==> config.mk <==
export PLATFORM = sky130hd
export DESIGN_NAME = mul_sequencer
export DESIGN_NICKNAME = d
export VERILOG_FILES = /design/src/rtl/mul_sequencer.sv
export SDC_FILE = /design/constraint.sdc
export NUM_CORES = 1
export LEC_CHECK = 0
export BUFFER_PORTS_ARGS = -buffer_cell sky130_fd_sc_hd__buf_2
export CORE_MARGIN = 2
export CORE_UTILIZATION = 35
export CTS_BUF_LIST = sky130_fd_sc_hd__clkbuf_16
export DETAILED_ROUTE_END_ITERATION = 8
export GPL_TIMING_DRIVEN = 0
export PLACE_DENSITY = 0.66
export SLEW_MARGIN = 0
export SYNTH_ARGS = -nofsm -noshare
export SYNTH_HDL_FRONTEND = slang
export SYNTH_SLANG_ARGS = --single-unit
==> constraint.sdc <==
create_clock -name clk -period 6.19 [get_ports clk]
set_clock_uncertainty 0.05 [all_clocks]
set_input_delay 1.5475 -clock clk [delete_from_list [all_inputs] [get_ports clk]]
set_output_delay 1.5475 -clock clk [all_outputs]
set_load 0.02 [all_outputs]
==> src/rtl/mul_sequencer.sv <==
// mul_sequencer: computes the low 32 bits of OpA * OpB by shift-and-add.
// The shared 32-bit ALU does the adds and the multiplicand shifts. The
// multiplier is shifted right locally. Registers only change in cycles
// where the arbiter grants the ALU.
module mul_sequencer (
  input  logic        clk,
  input  logic        reset,
  input  logic        Start,
  input  logic [31:0] OpA,
  input  logic [31:0] OpB,
  output logic        Busy,
  output logic        Done,
  output logic [31:0] Result,
  output logic        AluReq,
  input  logic        AluGnt,
  output logic [31:0] AluSrcA,
  output logic [31:0] AluSrcB,
  output logic [3:0]  AluControl,
  input  logic [31:0] AluResult
);

  localparam logic [3:0] ALU_ADD = 4'b0000;
  localparam logic [3:0] ALU_SLL = 4'b0001;

  typedef enum logic [1:0] {
    S_IDLE  = 2'd0,
    S_ADD   = 2'd1,
    S_SHIFT = 2'd2,
    S_DONE  = 2'd3
  } state_t;

  state_t      r_state;
  state_t      w_state_next;

  logic [31:0] r_acc;
  logic [31:0] r_mcand;
  logic [31:0] r_mplier;
  logic [31:0] r_result;
  logic        r_busy;
  logic        r_done;

  logic        w_accept;
  logic        w_fire;
  logic        w_zero_op;
  logic        w_mplier_last;
  logic [31:0] w_mplier_shr;

  // A new operation is only taken while idle; Start during Busy is dropped.
  assign w_accept      = (r_state == S_IDLE) && Start;
  // An ALU operation completes only when we request and are granted.
  assign w_fire        = AluReq && AluGnt;
  assign w_zero_op     = (OpA == 32'd0) || (OpB == 32'd0);
  // No multiplier bits remain above bit 0: the current ADD is the last one.
  assign w_mplier_last = (r_mplier[31:1] == 31'd0);
  assign w_mplier_shr  = {1'b0, r_mplier[31:1]};

  // State register.
  always_ff @(posedge clk) begin
    if (reset) begin
      r_state <= S_IDLE;
    end else begin
      r_state <= w_state_next;
    end
  end

  // Next-state decode; ADD and SHIFT hold on a stalled (ungranted) cycle.
  always_comb begin
    w_state_next = r_state;
    case (r_state)
      S_IDLE: begin
        if (Start) begin
          if (w_zero_op) begin
            w_state_next = S_DONE;
          end else if (OpB[0]) begin
            w_state_next = S_ADD;
          end else begin
            w_state_next = S_SHIFT;
          end
        end
      end
      S_ADD: begin
        if (w_fire) begin
          w_state_next = w_mplier_last ? S_DONE : S_SHIFT;
        end
      end
      S_SHIFT: begin
        // SHIFT is only entered with a set bit above bit 0, so this
        // always reaches ADD eventually.
        if (w_fire) begin
          w_state_next = w_mplier_shr[0] ? S_ADD : S_SHIFT;
        end
      end
      S_DONE: begin
        w_state_next = S_IDLE;
      end
      default: begin
        w_state_next = S_IDLE;
      end
    endcase
  end

  // ALU request and operand/control drive, decoded from state and registers.
  always_comb begin
    AluReq     = 1'b0;
    AluSrcA    = 32'd0;
    AluSrcB    = 32'd0;
    AluControl = ALU_ADD;
    case (r_state)
      S_ADD: begin
        AluReq     = 1'b1;
        AluSrcA    = r_acc;
        AluSrcB    = r_mcand;
        AluControl = ALU_ADD;
      end
      S_SHIFT: begin
        AluReq     = 1'b1;
        AluSrcA    = r_mcand;
        AluSrcB    = 32'd1;
        AluControl = ALU_SLL;
      end
      default: begin
        AluReq     = 1'b0;
      end
    endcase
  end

  // Datapath registers: load on accept, update from the ALU on granted cycles.
  always_ff @(posedge clk) begin
    if (reset) begin
      r_acc    <= 32'd0;
      r_mcand  <= 32'd0;
      r_mplier <= 32'd0;
    end else begin
      if (w_accept) begin
        r_acc    <= 32'd0;
        r_mcand  <= OpA;
        r_mplier <= OpB;
      end else if (w_fire && (r_state == S_ADD)) begin
        r_acc    <= AluResult;
      end else if (w_fire && (r_state == S_SHIFT)) begin
        r_mcand  <= AluResult;
        r_mplier <= w_mplier_shr;
      end
    end
  end

  // Registered status and result; Result captures the product on entry to DONE.
  always_ff @(posedge clk) begin
    if (reset) begin
      r_busy   <= 1'b0;
      r_done   <= 1'b0;
      r_result <= 32'd0;
    end else begin
      r_busy <= (w_state_next != S_IDLE);
      r_done <= (w_state_next == S_DONE);
      if ((r_state == S_IDLE) && (w_state_next == S_DONE)) begin
        // Zero operand: the product is zero without touching the ALU.
        r_result <= 32'd0;
      end else if ((r_state == S_ADD) && (w_state_next == S_DONE)) begin
        // The final add's sum is the product; take it straight from the ALU.
        r_result <= AluResult;
      end
    end
  end

  assign Busy   = r_busy;
  assign Done   = r_done;
  assign Result = r_result;

endmodule

==> results of run 1 <==
critical path: cells and delay by family, from the launching register on:
family / cells / cell delay, ps
flip-flops: 1 / 370
AO/OA/AOI/OAI: 1 / 260
buffers and inverters: 4 / 1190
AND/OR/NAND/NOR: 1 / 240
adder cells (fa/ha/maj): 1 / 370
layout make-up:
| type | count | area share |
|---|---|---|
| multi-input combinational | 547 | 0.398 |
| sequential | 131 | 0.333 |
| timing repair buffer | 198 | 0.126 |
| clock buffer | 17 | 0.0540 |
| buffer | 74 | 0.0414 |
| tap | 225 | 0.0357 |
| clock inverter | 14 | 0.0105 |
| inverter | 4 | 0.00190 |
| antenna | 1 | 0.000317 |
registers in the layout (all words and copies together) (netlist names):
signal and flops:
Busy 1, Result 32, Done 1, r_mcand 32, r_mplier 31, r_state 2
r_acc 32
power by group through the flow:
stage / sequential, uW / clock, uW / combinational, uW
after detailed placement: 966 / 0 / 405
final: 949 / 891 / 406
after global placement: 965 / 0 / 401
after global routing: 957 / 943 / 452
after floorplan: 959 / 0 / 250
after CTS: 948 / 911 / 406
per-stage QoR:
step                      hold WS, ps  worst slack (ps)  std cells  utilization
after floorplan                   386              2740        756            -
after global placement            394              1670       1179        0.429
after global routing              425              1520       1210        0.459
after detailed placement          399              1640       1179        0.429
final                             406              1740       1211        0.459
after CTS                         406              1690       1210        0.459
worst paths after layout:
kind	from	to	slack, ps	cells after the start
setup / recovery	r_state[0]	AluSrcA[12]	1740	7
hold / removal	r_acc[0]	r_acc[0]	410	2
setup reg to reg	r_state[0]	r_mcand[12]	3140	8
hold reg to reg	r_acc[0]	r_acc[0]	410	2
layout by cell type, fill, tap and decap left out, drive strengths merged, types with 2 or more instances in the layout:
master  netlist  final
buf          17    215
nand2       132    132
dfxtp       131    131
nor2         99     99
clkbuf       57     74
nand3        63     63
a311oi       62     62
a21oi        37     37
and3         33     33
mux2i        32     32
a22o         30     30
nor4         24     24
clkinv        0      9
inv           4      8
nand4         5      5
ha            4      4
o21ai         4      4
nor2b         3      3
conb          1      3
and2          2      2
a22oi         2      2
o31ai         2      2
a211oi        2      2
logic make-up (layout without fill, tap and decap cells):
group | Yosys count | in the layout | synth area share
AND/OR/NAND/NOR | 362 | 362 | 0.267
AO/OA/AOI/OAI | 146 | 146 | 0.186
flip-flops | 131 | 131 | 0.430
buffers and inverters | 78 | 307 | 0.0561
multiplexers | 32 | 32 | 0.0526
adder cells (fa/ha/maj) | 4 | 4 | 0.00821
other | 1 | 4 | 0.000615
layer usage:
metal,routed length (um),track usage,part of all wire,vias to the layer above
met2,9970,0.370,0.46,259
met4,540,0.0938,0.025,0
met3,1620,0.0574,0.075,35
li1,-,-,-,3161
met5,0,0,0,-
met1,9370,0.308,0.44,3040
==> flow_summary.json, run 1 <==
{
  "status": "completed",
  "endpoint_kind": "primary output",
  "dieWidth_um": 136,
  "seqPwrFrac": 0.423,
  "cts_root_buf": "clkbuf_16",
  "placedInstanceArea_um2": 7370,
  "post_cts_resized": 0,
  "clkPwrFrac": 0.397,
  "slew_headroom": 0.500,
  "critPathMostFrequentCell": "clkbuf_1",
  "grt_pass1_vias": 6030,
  "cts_tree": "yes",
  "numPortBuffers": 198,
  "max-vdd-ir-drop_mv": 0.196,
  "fin_crit_ps": 4450,
  "maxCapViolCount": 0,
  "required_ps": 4590,
  "initial_core_util": 0.355,
  "die_area_um2": 18500,
  "synth_cell_types": 40,
  "first_iter_violations": 382,
  "path_class": "reg2out",
  "rsz0062_at_grt": "false",
  "synth_most_common_cell": "nand2_1",
  "grt.overflow.total": 0,
  "hpwlAfterDp_um": 15900,
  "fillers": 1801,
  "worstPathCellList": "inv_1 -> ha_1 -> clkbuf_1 -> and2_1 -> clkbuf_1 -> a22o_1 -> buf_2",
  "worstPathMaxFanout": 10,
  "htreeDepth": 4,
  "synthTopCellsByArea": "dfxtp_1 (43%), a311oi_1 (8.9%), nand2_1 (8.1%), nor2_1 (6.0%), mux2i_1 (5.3%)",
  "clkLatencyLatePin_ps": 420,
  "power.internal_uw": 1570,
  "syn2layout_area_growth_pct": 29.4,
  "ant_nets": 0,
  "path_clk_slew_ps": 50,
  "cts.sinks": 131,
  "start_kind": "flip-flop",
  "regArea_um2": 2620,
  "ios": 203,
  "synth_top_area_cell": "dfxtp_1",
  "hold_viol_final": 0,
  "syn_area_um2": 6090,
  "synth_edf_count": 0,
  "report.power.total_uw": 2250,
  "multi_input_area_um2": 3140,
  "leakage_uw": 0.00336,
  "rows": 48,
  "final.setup.tns_ps": 0,
  "crit_path_top_delay_cell": "clkbuf_1",
  "cpPeakStageDelay_ps": 510,
  "fin_area_um2": 7880,
  "grt_use_total": 0.234,
  "synth_ff_type": "dfxtp_1",
  "timing.final.crit_share": 0.719,
  "via_per_inst": 5.36,
  "async_flop_share": 0,
  "drive_gt1_frac": 0.240,
  "synth_top_area_frac": 0.430,
  "syn_area_per_cell_um2": 8.08,
  "dieHeight_um": 136,
  "coreArea_um2": 17200,
  "synth_commonest_cells": "nand2_1 (132), dfxtp_1 (131), nor2_1 (98)",
  "fin_nets": 1077,
  "tightest_slew_ps": 743,
  "power.density_nw_per_um2": 285,
  "synth_seq_cells": 131,
  "clockBufferDepth": 2,
  "synth-seq-area-share": 0.430,
  "p_switching_uw": 676,
  "grt_pass1_wl_um": 33100,
  "slew_viol_final": 0,
  "max_freq_mhz": 225,
  "timing.hold.worst.class": "reg2reg",
  "dr.pass1.iters": 6,
  "drc": 0,
  "postCtsHoldBufs": 0,
  "cts_made_buffers": 17,
  "antenna_found_initial": 1,
  "comb_power_share": 0.181,
  "sw_frac_of_total": 0.301,
  "setup_viol": 0,
  "synthCells": 754,
  "arrival_ps": 2850,
  "post_cts_buffers": 0,
  "yosysWarnings": 0,
  "routabilityCongestion": 0.816,
  "grt_max_degree": 17,
  "wl_per_cell_um": 17.7,
  "via_count": 6495,
  "routed_wl_um": 21500
}
No activity file was read; power rests on OpenSTA's default activity.
==> run 2, diff against run 1 <==
- PLACE_DENSITY: 0.66 -> 0.68
- clock period: 6.19 -> 4 ns (I/O delays scaled with it)
==> run 2 against run 1 <==
  * Utilization hardly changed
  * Sequential cell count stayed put
  * Non-clock buffer count stayed put
  * Critical endpoint is now AluSrcA[27]
  * Die area stayed put
  * Register-to-register slack worse by 2200 ps
  * Final cell count is 0.17% lower
==> flow_summary.json, run 2 (same netlist as run 1, synthesis figures left out) <==
{
  "worst-path-buf-inv": 4,
  "start_kind": "flip-flop",
  "cpPeakStageDelay_ps": 390,
  "crit_family": "buffers and inverters",
  "instances_no_fill": 1209,
  "slew_headroom": 0.517,
  "clkPwrFrac": 0.396,
  "via_count": 6446,
  "routed_wl_um": 21700,
  "ios": 203,
  "crit_path_top_delay_cell": "dfxtp_1",
  "dieWidth_um": 136,
  "wl_per_cell_um": 18.0,
  "final.setup.tns_ps": 0,
  "grt_use_met1": 0.307,
  "ff2ff_path_depth": 8,
  "worstPathMaxFanout": 10,
  "clockBufferDepth": 2,
  "setup_viol": 0,
  "antenna_found_initial": 2,
  "p_switching_uw": 1050,
  "leakage_uw": 0.00338,
  "holdPathEnd": "r_acc[29]",
  "fin_nets": 1077,
  "comb_power_share": 0.181,
  "arrival_ps": 2590,
  "worstPathCellList": "inv_1 -> ha_1 -> clkbuf_1 -> and2_1 -> clkbuf_2 -> a22o_1 -> buf_2",
  "dp.cells": 1179,
  "drc": 0,
  "hold_depth": 2,
  "rrSetupSlack_ps": 920,
  "slew_viol_final": 0,
  "path_class": "reg2out",
  "grt.overflow.total": 0,
  "first_iter_violations": 429,
  "cts_root_buf": "clkbuf_16",
  "maxCapViolCount": 0,
  "fin_crit_ps": 3640,
  "dieHeight_um": 136,
  "grt_pass1_vias": 5959,
  "rsz0062_at_grt": "false",
  "seqPwrFrac": 0.422,
  "hpwlAfterDp_um": 15900,
  "hold_viol_final": 0,
  "path_clk_slew_ps": 60,
  "tightest_slew_ps": 718,
  "timing.rr.end": "r_mcand[10]",
  "required_ps": 2950,
  "numPortBuffers": 198,
  "timing.final.crit_share": 0.910,
  "timing.hold.worst.class": "reg2reg",
  "grt_max_degree": 17,
  "initial_core_util": 0.355,
  "post_cts_buffers": 0,
  "rows": 48,
  "top_usage_layer": "met2",
  "routabilityCongestion": 0.834,
  "status": "completed",
  "use_met3": 0.0500,
  "whs_ps": 405,
  "post-route-util": 0.459,
  "clkLatencyLatePin_ps": 420,
  "ant_nets": 0,
  "endpoint_kind": "primary output",
  "rr_startpoint": "r_state[0]",
  "max-vdd-ir-drop_mv": 0.321,
  "syn2layout_area_growth_pct": 29.4,
  "via_per_inst": 5.33,
  "cts_tree": "yes",
  "die_area_um2": 18500,
  "max_freq_mhz": 275,
  "power.density_nw_per_um2": 441,
  "cts.sinks": 131,
  "grt_pass1_wl_um": 32600,
  "coreArea_um2": 17200,
  "use_met2": 0.367,
  "cts_made_buffers": 17,
  "htreeDepth": 4,
  "final_cell_mix": "buf_2 (202), nand2_1 (132), dfxtp_1 (131), nor2_1 (98), nand3_1 (63)",
  "grt_use_total": 0.232,
  "fillers": 1772,
  "report.power.total_uw": 3480,
  "min-delay-start": "r_acc[29]",
  "dr.pass1.iters": 5,
  "sw_frac_of_total": 0.301,
  "layout_commonest_cell": "buf_2",
  "drive_gt1_frac": 0.248,
  "power.internal_uw": 2430
}
==> run 2: worst max-delay path by stage <==
stage               startpoint           to  slack [ps]  cells past startpoint
global placement         Start  r_mcand[14]          80                      7
detailed placement       Start  r_mcand[10]         -20                      7
finish              r_state[0]  AluSrcA[27]         360                      7
global route        r_state[1]   AluSrcA[3]         180                      7
floorplan           r_state[0]  AluSrcA[10]        1100                      6
CTS                 r_state[0]  AluSrcA[27]          30                      7
==> run 2: worst min-delay path, cell delays in order, from the launching register on <==
cell and delay (ps):
dfxtp_1 310, nand2_1 50, a21oi_1 50
==> run 2: timing repair <==
item | in CTS | in global routing
hold buffers | 0 | 0
setup endpoints to repair | 0 | 30
resized for setup | 0 | 12
==> run 2: layout make-up <==
type	count	area, um2	share of cell area
multi-input cells	547	3140	0.398
flip-flops and latches	131	2620	0.333
repair buffers	198	991	0.126
clock buffers	17	425	0.0539
plain buffers	74	334	0.0424
well taps	225	282	0.0357
clock inverters	12	77.6	0.00984
inverters	4	15.0	0.00190
diodes	1	2.50	0.000317
==> run 2: through the flow <==
| stage | setup WS (ps) | instance area (um2) |
|---|---|---|
| final | 359 | 7890 |
| after global routing | 177 | 7880 |
| after CTS | 33.8 | 7880 |
| after detailed placement | -19.8 | 7370 |
| after global placement | 77.7 | 7370 |
| after floorplan | 1100 | 6100 |
==> run 2: power groups by stage <==
stage / clock network [uW] / logic, uW / registers [uW]
after CTS: 1400 / 630 / 1470
final: 1380 / 631 / 1470
after global placement: 0 / 620 / 1490
after global routing: 1450 / 694 / 1480
after detailed placement: 0 / 627 / 1500
after floorplan: 0 / 388 / 1480
==> run 2: per-layer routing <==
| layer | vias up | share of wire |
|---|---|---|
| met3 | 39 | 0.073 |
| met1 | 3006 | 0.44 |
| met2 | 248 | 0.46 |
| met4 | 2 | 0.022 |
| li1 | 3151 | - |
| met5 | - | 0.00032 |
==> run 3, diff against run 2 <==
==> constraint.sdc (replaced) <==
create_clock -name clk -period 4 [get_ports clk]
set_clock_uncertainty 0.05 [all_clocks]
set_input_delay 0.6 -clock clk [delete_from_list [all_inputs] [get_ports clk]]
set_output_delay 0.6 -clock clk [all_outputs]
set_load 0.02 [all_outputs]
==> run 3 against run 2 <==
  * Critical path depth unchanged
  * Global-route usage is the same
  * Hold slack got worse by 15 ps
  * Die area did not move
  * Non-clock buffer count unchanged
  * Critical endpoint unchanged
  * Largest power group unchanged
  * Highest routed layer unchanged
==> flow_summary.json, run 3 (same netlist as run 1, synthesis figures left out) <==
{
  "status": "completed",
  "fin_nets": 1077,
  "max_freq_mhz": 286,
  "drive_gt1_frac": 0.242,
  "postCtsHoldBufs": 0,
  "clockBufferDepth": 2,
  "grt_use_total": 0.232,
  "cts_root_buf": "clkbuf_16",
  "grt.overflow.total": 0,
  "cts_made_buffers": 17,
  "fillers": 1775,
  "coreArea_um2": 17200,
  "dp.cells": 1179,
  "layout_commonest_cell": "buf_2",
  "setup_viol": 0,
  "power.density_nw_per_um2": 441,
  "routabilityCongestion": 0.834,
  "leakage_uw": 0.00336,
  "hpwlAfterDp_um": 15900,
  "ant_nets": 0,
  "max-vdd-ir-drop_mv": 0.326,
  "instances_no_fill": 1209,
  "min-delay-start": "AluResult[29]",
  "post_cts_resized": 0,
  "rsz0062_at_grt": "false",
  "first_iter_violations": 360,
  "htreeDepth": 4,
  "post_cts_buffers": 0,
  "cts_tree": "yes",
  "maxCapViolCount": 0,
  "cts.sinks": 131,
  "wl_met3_um": 1640,
  "met2_length_um": 10000,
  "syn2layout_area_growth_pct": 29.3,
  "dr.pass1.iters": 4,
  "tightest_slew_ps": 736,
  "dieWidth_um": 136,
  "fin_crit_ps": 3490,
  "initial_core_util": 0.355,
  "hold_viol_final": 0,
  "antenna_found_initial": 2,
  "grt_pass1_wl_um": 32600,
  "drc": 0,
  "final.setup.tns_ps": 0,
  "crit_start": "r_state[0]",
  "timing.hold.worst.class": "in2reg",
  "whs_ps": 391,
  "slew_viol_final": 0,
  "rows": 48,
  "regArea_um2": 2620,
  "required_ps": 3350,
  "endpoint_kind": "primary output",
  "start_kind": "flip-flop",
  "ios": 203,
  "die_area_um2": 18500,
  "timing.final.crit_share": 0.873,
  "slew_headroom": 0.505,
  "clkLatencyLatePin_ps": 420,
  "path_class": "reg2out",
  "dieHeight_um": 136,
  "wl_per_cell_um": 18.0,
  "multi_input_area_um2": 3140,
  "path_clk_slew_ps": 60,
  "final_cell_mix": "buf_2 (202), nand2_1 (132), dfxtp_1 (131), nor2_1 (98), nand3_1 (63)",
  "top_layer": "met5",
  "drt-met1-wl_um": 9520,
  "via_per_inst": 5.33,
  "via_count": 6442,
  "numPortBuffers": 198,
  "worstPathMaxFanout": 10,
  "routed_wl_um": 21700,
  "arrival_ps": 2840,
  "grt_pass1_vias": 5959,
  "rr_startpoint": "r_state[0]",
  "grt_max_degree": 17
}
## run 3: cell counts in the layout (fill, tap and decap cells not counted)
Identical to the previous run, type by type.
## run 3: area by class of cell
type | instances | area share
Multi-Input combinational cell | 547 | 0.398
Sequential cell | 131 | 0.333
Timing Repair Buffer | 198 | 0.126
Clock buffer | 17 | 0.0540
Buffer | 74 | 0.0414
Tap cell | 225 | 0.0357
Clock inverter | 12 | 0.00985
Inverter | 4 | 0.00191
Antenna cell | 1 | 0.000318
## run 3: worst max-delay path: stages (launching register included)
cell and delay [ps]:
dfxtp_1 390, inv_1 100, ha_1 370, clkbuf_1 370
and2_1 230, clkbuf_1 500, a22o_1 270, buf_2 180
## run 3: per-stage QoR
stage | area, um2 | setup WS [ps] | power [uW] | utilization
6_report | 7880 | 509 | 3480 | 0.459
5_1_grt | 7880 | 307 | 3620 | 0.459
3_5_place_dp | 7370 | 380 | 2120 | 0.429
3_3_place_gp | 7370 | 478 | 2110 | 0.429
4_1_cts | 7880 | 434 | 3500 | 0.459
2_1_floorplan | 6100 | 1410 | 1870 | -
## run 3: worst paths after layout
path            endpoint  slack, ps  cells after the start
max          AluSrcA[27]        510                      7
min            r_acc[29]        390                      3
max reg2reg  r_mcand[10]        920                      8
min reg2reg    r_acc[29]        410                      2
## run 3: power by group
group / total, uW / internal [uW] / switching, uW
combinational: 630 / 208 / 422
sequential: 1470 / 1400 / 69.0
clock: 1380 / 821 / 555
total: 3480 / 2430 / 1050
## run 3: routing by layer
layer	up-vias	GRT usage
met2	247	0.367
met5	-	0
met1	2998	0.307
li1	3156	-
met3	39	0.0500
met4	2	0.0949
